### src/rtl/metronome_arm_sequencer.sv
// Ping-pong arm position sequencer for the metronome arm ROM: steps the arm at a
// programmable rate, pulses beat at each sweep end, and latches the ROM address once per frame.
module metronome_arm_sequencer #(
    parameter int ADDR_WIDTH   = 7,
    parameter int POS_MAX      = 127,
    parameter int PERIOD_WIDTH = 24
) (
    input  logic                    clk,
    input  logic                    resetn,
    input  logic                    enable,
    input  logic [PERIOD_WIDTH-1:0] step_period,
    input  logic                    frame_start,
    output logic [ADDR_WIDTH-1:0]   addr,
    output logic                    q_valid,
    output logic                    dir,
    output logic                    beat
);

    localparam logic [ADDR_WIDTH-1:0] POS_LAST = ADDR_WIDTH'(POS_MAX);
    localparam logic [ADDR_WIDTH-1:0] POS_ONE  = ADDR_WIDTH'(1);

    typedef enum logic {
        IDLE = 1'b0,
        RUN  = 1'b1
    } state_t;

    state_t                  state_q, state_d;
    logic [PERIOD_WIDTH-1:0] cnt_q, cnt_d;
    logic [ADDR_WIDTH-1:0]   pos_q, pos_d;
    logic                    dir_q, dir_d;
    logic                    beat_q, beat_d;
    logic [ADDR_WIDTH-1:0]   addr_q, addr_d;
    logic                    fetch_q, fetch_d;
    logic                    q_valid_q, q_valid_d;
    logic                    step;

    // Terminal count of the step counter; a zero period behaves like a period of one.
    function automatic logic [PERIOD_WIDTH-1:0] count_last(input logic [PERIOD_WIDTH-1:0] period);
        return (period == '0) ? '0 : period - PERIOD_WIDTH'(1);
    endfunction

    always_ff @(posedge clk or negedge resetn) begin
        if (!resetn) begin
            state_q   <= IDLE;
            cnt_q     <= '0;
            pos_q     <= '0;
            dir_q     <= 1'b0;
            beat_q    <= 1'b0;
            addr_q    <= '0;
            fetch_q   <= 1'b0;
            q_valid_q <= 1'b0;
        end else begin
            state_q   <= state_d;
            cnt_q     <= cnt_d;
            pos_q     <= pos_d;
            dir_q     <= dir_d;
            beat_q    <= beat_d;
            addr_q    <= addr_d;
            fetch_q   <= fetch_d;
            q_valid_q <= q_valid_d;
        end
    end

    always_comb begin
        state_d = state_q;
        cnt_d   = cnt_q;
        step    = 1'b0;

        case (state_q)
            IDLE: begin
                cnt_d = '0;
                if (enable) begin
                    state_d = RUN;
                end
            end
            RUN: begin
                // >= rather than == so a period shortened below the running count steps at once.
                if (!enable) begin
                    state_d = IDLE;
                    cnt_d   = '0;
                end else if (cnt_q >= count_last(step_period)) begin
                    cnt_d = '0;
                    step  = 1'b1;
                end else begin
                    cnt_d = cnt_q + PERIOD_WIDTH'(1);
                end
            end
            default: begin
                state_d = IDLE;
                cnt_d   = '0;
            end
        endcase
    end

    always_comb begin
        pos_d  = pos_q;
        dir_d  = dir_q;
        beat_d = 1'b0;

        // Ends are clamped rather than wrapped, so pos can never leave 0..POS_MAX.
        if (step) begin
            if (!dir_q) begin
                if (pos_q >= POS_LAST - POS_ONE) begin
                    pos_d  = POS_LAST;
                    dir_d  = 1'b1;
                    beat_d = 1'b1;
                end else begin
                    pos_d = pos_q + POS_ONE;
                end
            end else begin
                if (pos_q <= POS_ONE) begin
                    pos_d  = '0;
                    dir_d  = 1'b0;
                    beat_d = 1'b1;
                end else begin
                    pos_d = pos_q - POS_ONE;
                end
            end
        end
    end

    // addr captures the pre-step position; q_valid trails by the ROM's one-cycle read.
    always_comb begin
        addr_d    = frame_start ? pos_q : addr_q;
        fetch_d   = frame_start;
        q_valid_d = fetch_q;
    end

    assign addr    = addr_q;
    assign q_valid = q_valid_q;
    assign dir     = dir_q;
    assign beat    = beat_q;

endmodule
### config.mk
export PLATFORM = sky130hd
export DESIGN_NAME = metronome_arm_sequencer
export DESIGN_NICKNAME = d
export VERILOG_FILES = /design/src/rtl/metronome_arm_sequencer.sv
export SDC_FILE = /design/constraint.sdc
export NUM_CORES = 1
export LEC_CHECK = 0
export ABC_AREA = 1
export BUFFER_PORTS_ARGS = -buffer_cell sky130_fd_sc_hd__buf_4
export CAP_MARGIN = 20
export CORE_AREA = 2 2 122 124
export CTS_BUF_LIST = sky130_fd_sc_hd__clkbuf_8 sky130_fd_sc_hd__clkbuf_16
export CTS_CLUSTER_DIAMETER = 30
export DETAILED_ROUTE_END_ITERATION = 6
export DIE_AREA = 0 0 124 126
export GPL_ROUTABILITY_DRIVEN = 0
export HOLD_SLACK_MARGIN = 0.06
export PLACE_DENSITY = 0.43
export SYNTH_ARGS = -nofsm -noshare
export SYNTH_HDL_FRONTEND = slang
export SYNTH_SLANG_ARGS = --single-unit
### constraint.sdc
create_clock -name clk -period 1.9 [get_ports clk]
set_input_delay 0.095 -clock clk [delete_from_list [all_inputs] [get_ports clk]]
set_output_delay 0.095 -clock clk [all_outputs]
set_load 0.02 [all_outputs]
==> out/results.txt <==
Layout cells sized above 1 -> 37.3%
Failing checks -> negative setup slack
Internal -> 1.78 mW
Worst-path fanout max -> 9
Max_slew headroom -> 61.5%
Hold Fails Final Rpt -> 0
Maxcap violations -> 0
TritonRoute pass-1 iters -> 4
Post-layout nets -> 739
Setup Skew -> 0.00218 ns
Switch share -> 25.0%
DRC viols -> 0
Synth top area share -> 28.4%
Post-Syn Area per Cell -> 6.86 sq um
Fin crit share -> 114%
Pin count of the biggest net entering global routing -> 44
RSZ-0062 raised after global routing -> yes
Dominant cell type by area after synthesis -> dfrtp_1
Worst-margin pin slew -> 0.578 ns
Commonest non-fill, non-tap cell in the layout -> nand2_1
Largest cells by area after synthesis -> dfrtp_1 (28%), nand2_1 (15%), ha_1 (10%), nor2_1 (7.0%), inv_1 (6.4%)
Reg area -> 1080 sq um
Setup WS pre-CTS -> -0.716 ns
DR vias -> 3863
First-pass GRT wire length -> 18.0 mm
CP dominant cell by count -> buf_4
Crit-path max cell delay -> 0.30 ns
Cell Rows -> 44
Chip Height -> 126 microns
Sequential share of the synthesized area -> 28.4%
Mapped Cells -> 553
Total wire length -> 10.8 mm
Most frequent cells in the layout -> nand2_1 (126), buf_4 (112), nor2_1 (57)
WP data required -> 2.13 ns
Max Transition Viols Final -> 0
Top delay family on crit path -> simple AND/OR/NAND/NOR gates
CP arrival -> 2.39 ns
Mapped Area -> 3790 sq um
Main flop type after synthesis -> dfrtp_1
Setup crit end kind -> flip-flop
Post-layout min period -> 2.17 ns
Final setup vio count -> 33
Total die area -> 15600 sq um
# IOs -> 38
Sw Pwr -> 0.595 mW
Tot Pwr -> 2.37 mW
H-Tree Depth -> 2
Cell area after layout -> 5590 sq um
Worst path bufs/invs -> 6
Max Fclk -> 461 MHz
Clock latency on the worst-skew pair -> 0.29 ns
Status -> complete, but fails checks
Critical Path Start Type -> input port
Async set or reset register ratio after synthesis -> 100%
# fillers -> 1515
Die Width -> 124 microns
Area Growth Syn to Fin -> 47.4%
Syn_nets -> 612
Drt wl/cell -> 12.5 microns
CP max-delay cell -> ha_1
Via density -> 4.47
Starting Density -> 26.5%
Root buffer cell -> clkbuf_16
Clock power frac -> 42.9%
Cell variety after synth -> 36
Final non-filler cell total -> 865
Multi-input gate area -> 2830 sq um
EDFF count, synth -> 0
Grt total ovfl -> 0
Synthesis Warnings -> 0
Antenna diode count -> 0
Antenna violations before repair -> 0
Clock slew seen by the registers of the worst setup and hold paths -> 0.06 ns
Placed cells -> 843
Flop pwr share -> 39.5%
Final setup margin -> -0.269 ns
Gr usage total -> 14.4%
Clock buffer depth -> 2
Leakage -> 2.86 nW
Core area -> 14300 sq um
Post-Place Cell Area -> 4930 sq um
Clk sink count -> 43
Vias in the first global route -> 3845
CTS buffer count -> 5
ANT nets after route -> 0
Peak supply drop -> 0.000315 V
Power Density -> 425 nW/um^2
Comb pwr share -> 17.6%
Crit path kind -> input port to flip-flop
CTS tree -> built
Number of port buffers -> 37
Number of synthesized register bits -> 43
Setup TNS -> -7.06 ns
Detailed Route Iter0 Violations -> 137
Worst path cell trace -> buf_4 > nor2_4 > nand2_4 > buf_4 > nor3_1 > nand3_1 > buf_4 > o211ai_1 > ha_1 > nand3_4 > inv_1 > nand2_1 > nand2_2 > a21oi_4 > nand2_4 > inv_6 > buf_6 > nand2_2 > nor2_1
Hold Crit Class -> input port to asynchronous set/reset pin
Post-DP HPWL -> 8.42 mm
## power by group through the flow
stage                     sequential [mW]  clock (mW)  combinational (mW)
after floorplan                     0.970           0               0.144
after CTS                           0.939        1.05               0.387
after detailed placement            0.956           0               0.361
after global routing                0.940        1.09               0.462
final                               0.939        1.02               0.418
after global placement              0.956           0               0.357
## kinds of logic (layout without fill, tap and decap cells)
logic type	after synthesis	after routing	synth area share [%]
flops	43	43	28.4
xor+xnor	21	21	4.85
simple gates	340	341	42.3
buf+inv	78	205	8.25
fa+ha+maj	31	31	10.2
compound gates	40	40	5.97
## through the flow
stage | hold slack [ns] | util, %
final | 0.344 | 39.0
after global routing | 0.379 | 39.0
after CTS | 0.362 | 37.1
after detailed placement | 0.150 | 34.4
after global placement | 0.140 | 34.4
after floorplan | -0.201 | -
## registers in the layout, indices dropped and copies added, names as in the netlist
register	count
addr	7
beat	1
cnt_q	24
dir	1
fetch_q	1
pos_q	7
q_valid	1
state_q	1
## what timing repair did
item / 4_1_cts / 5_1_grt
endpoints found under the hold margin: 45 / 0
buffers inserted: 5 / 4
gates resized for setup: 33 / 56
endpoints found under the setup margin: 33 / 33
hold buffers: 3 / 0
gates cloned: 1 / 1
pin swaps: 16 / 37
## layer usage
| metal | share of wire (%) | vias to the layer above | track usage (%) |
|---|---|---|---|
| met5 | 0 | - | 0 |
| met1 | 46 | 1769 | 18.3 |
| met2 | 49 | 59 | 24.9 |
| li1 | - | 2020 | - |
| met3 | 3.3 | 15 | 1.95 |
| met4 | 2.0 | 0 | 4.89 |
## final timing paths
| kind | from | end | slack (ns) | cells after the start |
|---|---|---|---|---|
| min in group clk | fetch_q$_DFF_PN0_ | q_valid$_DFF_PN0_ | 0.36 | 0 |
| min reg2reg | fetch_q$_DFF_PN0_ | q_valid$_DFF_PN0_ | 0.36 | 0 |
| max reg2reg | cnt_q[1]$_DFF_PN0_ | cnt_q[20]$_DFF_PN0_ | 0.09 | 13 |
| min | resetn | pos_q[5]$_DFFE_PN0P_ | 0.34 | 2 |
| max | step_period[4] | cnt_q[20]$_DFF_PN0_ | -0.27 | 19 |
| max in group asynchronous | resetn | cnt_q[2]$_DFF_PN0_ | 1.17 | 2 |
## Yosys cell counts, types with 4 or more instances
cell type / instances
nor3_1: 11
buf_2: 4
nand4_1: 7
dfrtp_1: 43
nor2_4: 6
a21oi_1: 15
ha_1: 31
xnor2_1: 7
a21o_1: 4
nor4_1: 5
or2_2: 9
inv_1: 65
xor2_1: 14
nand2_2: 4
nand3_1: 45
nand2_1: 149
nor2_2: 18
nor2_1: 71
inv_2: 5
o21ai_0: 15
## worst reg2reg max path: cells and delay by family (launching register included)
| kind | cells | cell delay, ns |
|---|---|---|
| simple gates | 8 | 0.59 |
| flops | 1 | 0.42 |
| fa+ha+maj | 1 | 0.32 |
| buf+inv | 3 | 0.31 |
| compound gates | 1 | 0.12 |
## layout make-up
class,instances,share of cell area (%)
tap,184,4.12
clock inverter,2,0.627
multi-input combinational,433,50.6
sequential,43,19.3
clock buffer,6,2.48
timing repair buffer,126,17.8
inverter,71,5.13
Power figures use the tool's default switching activity.
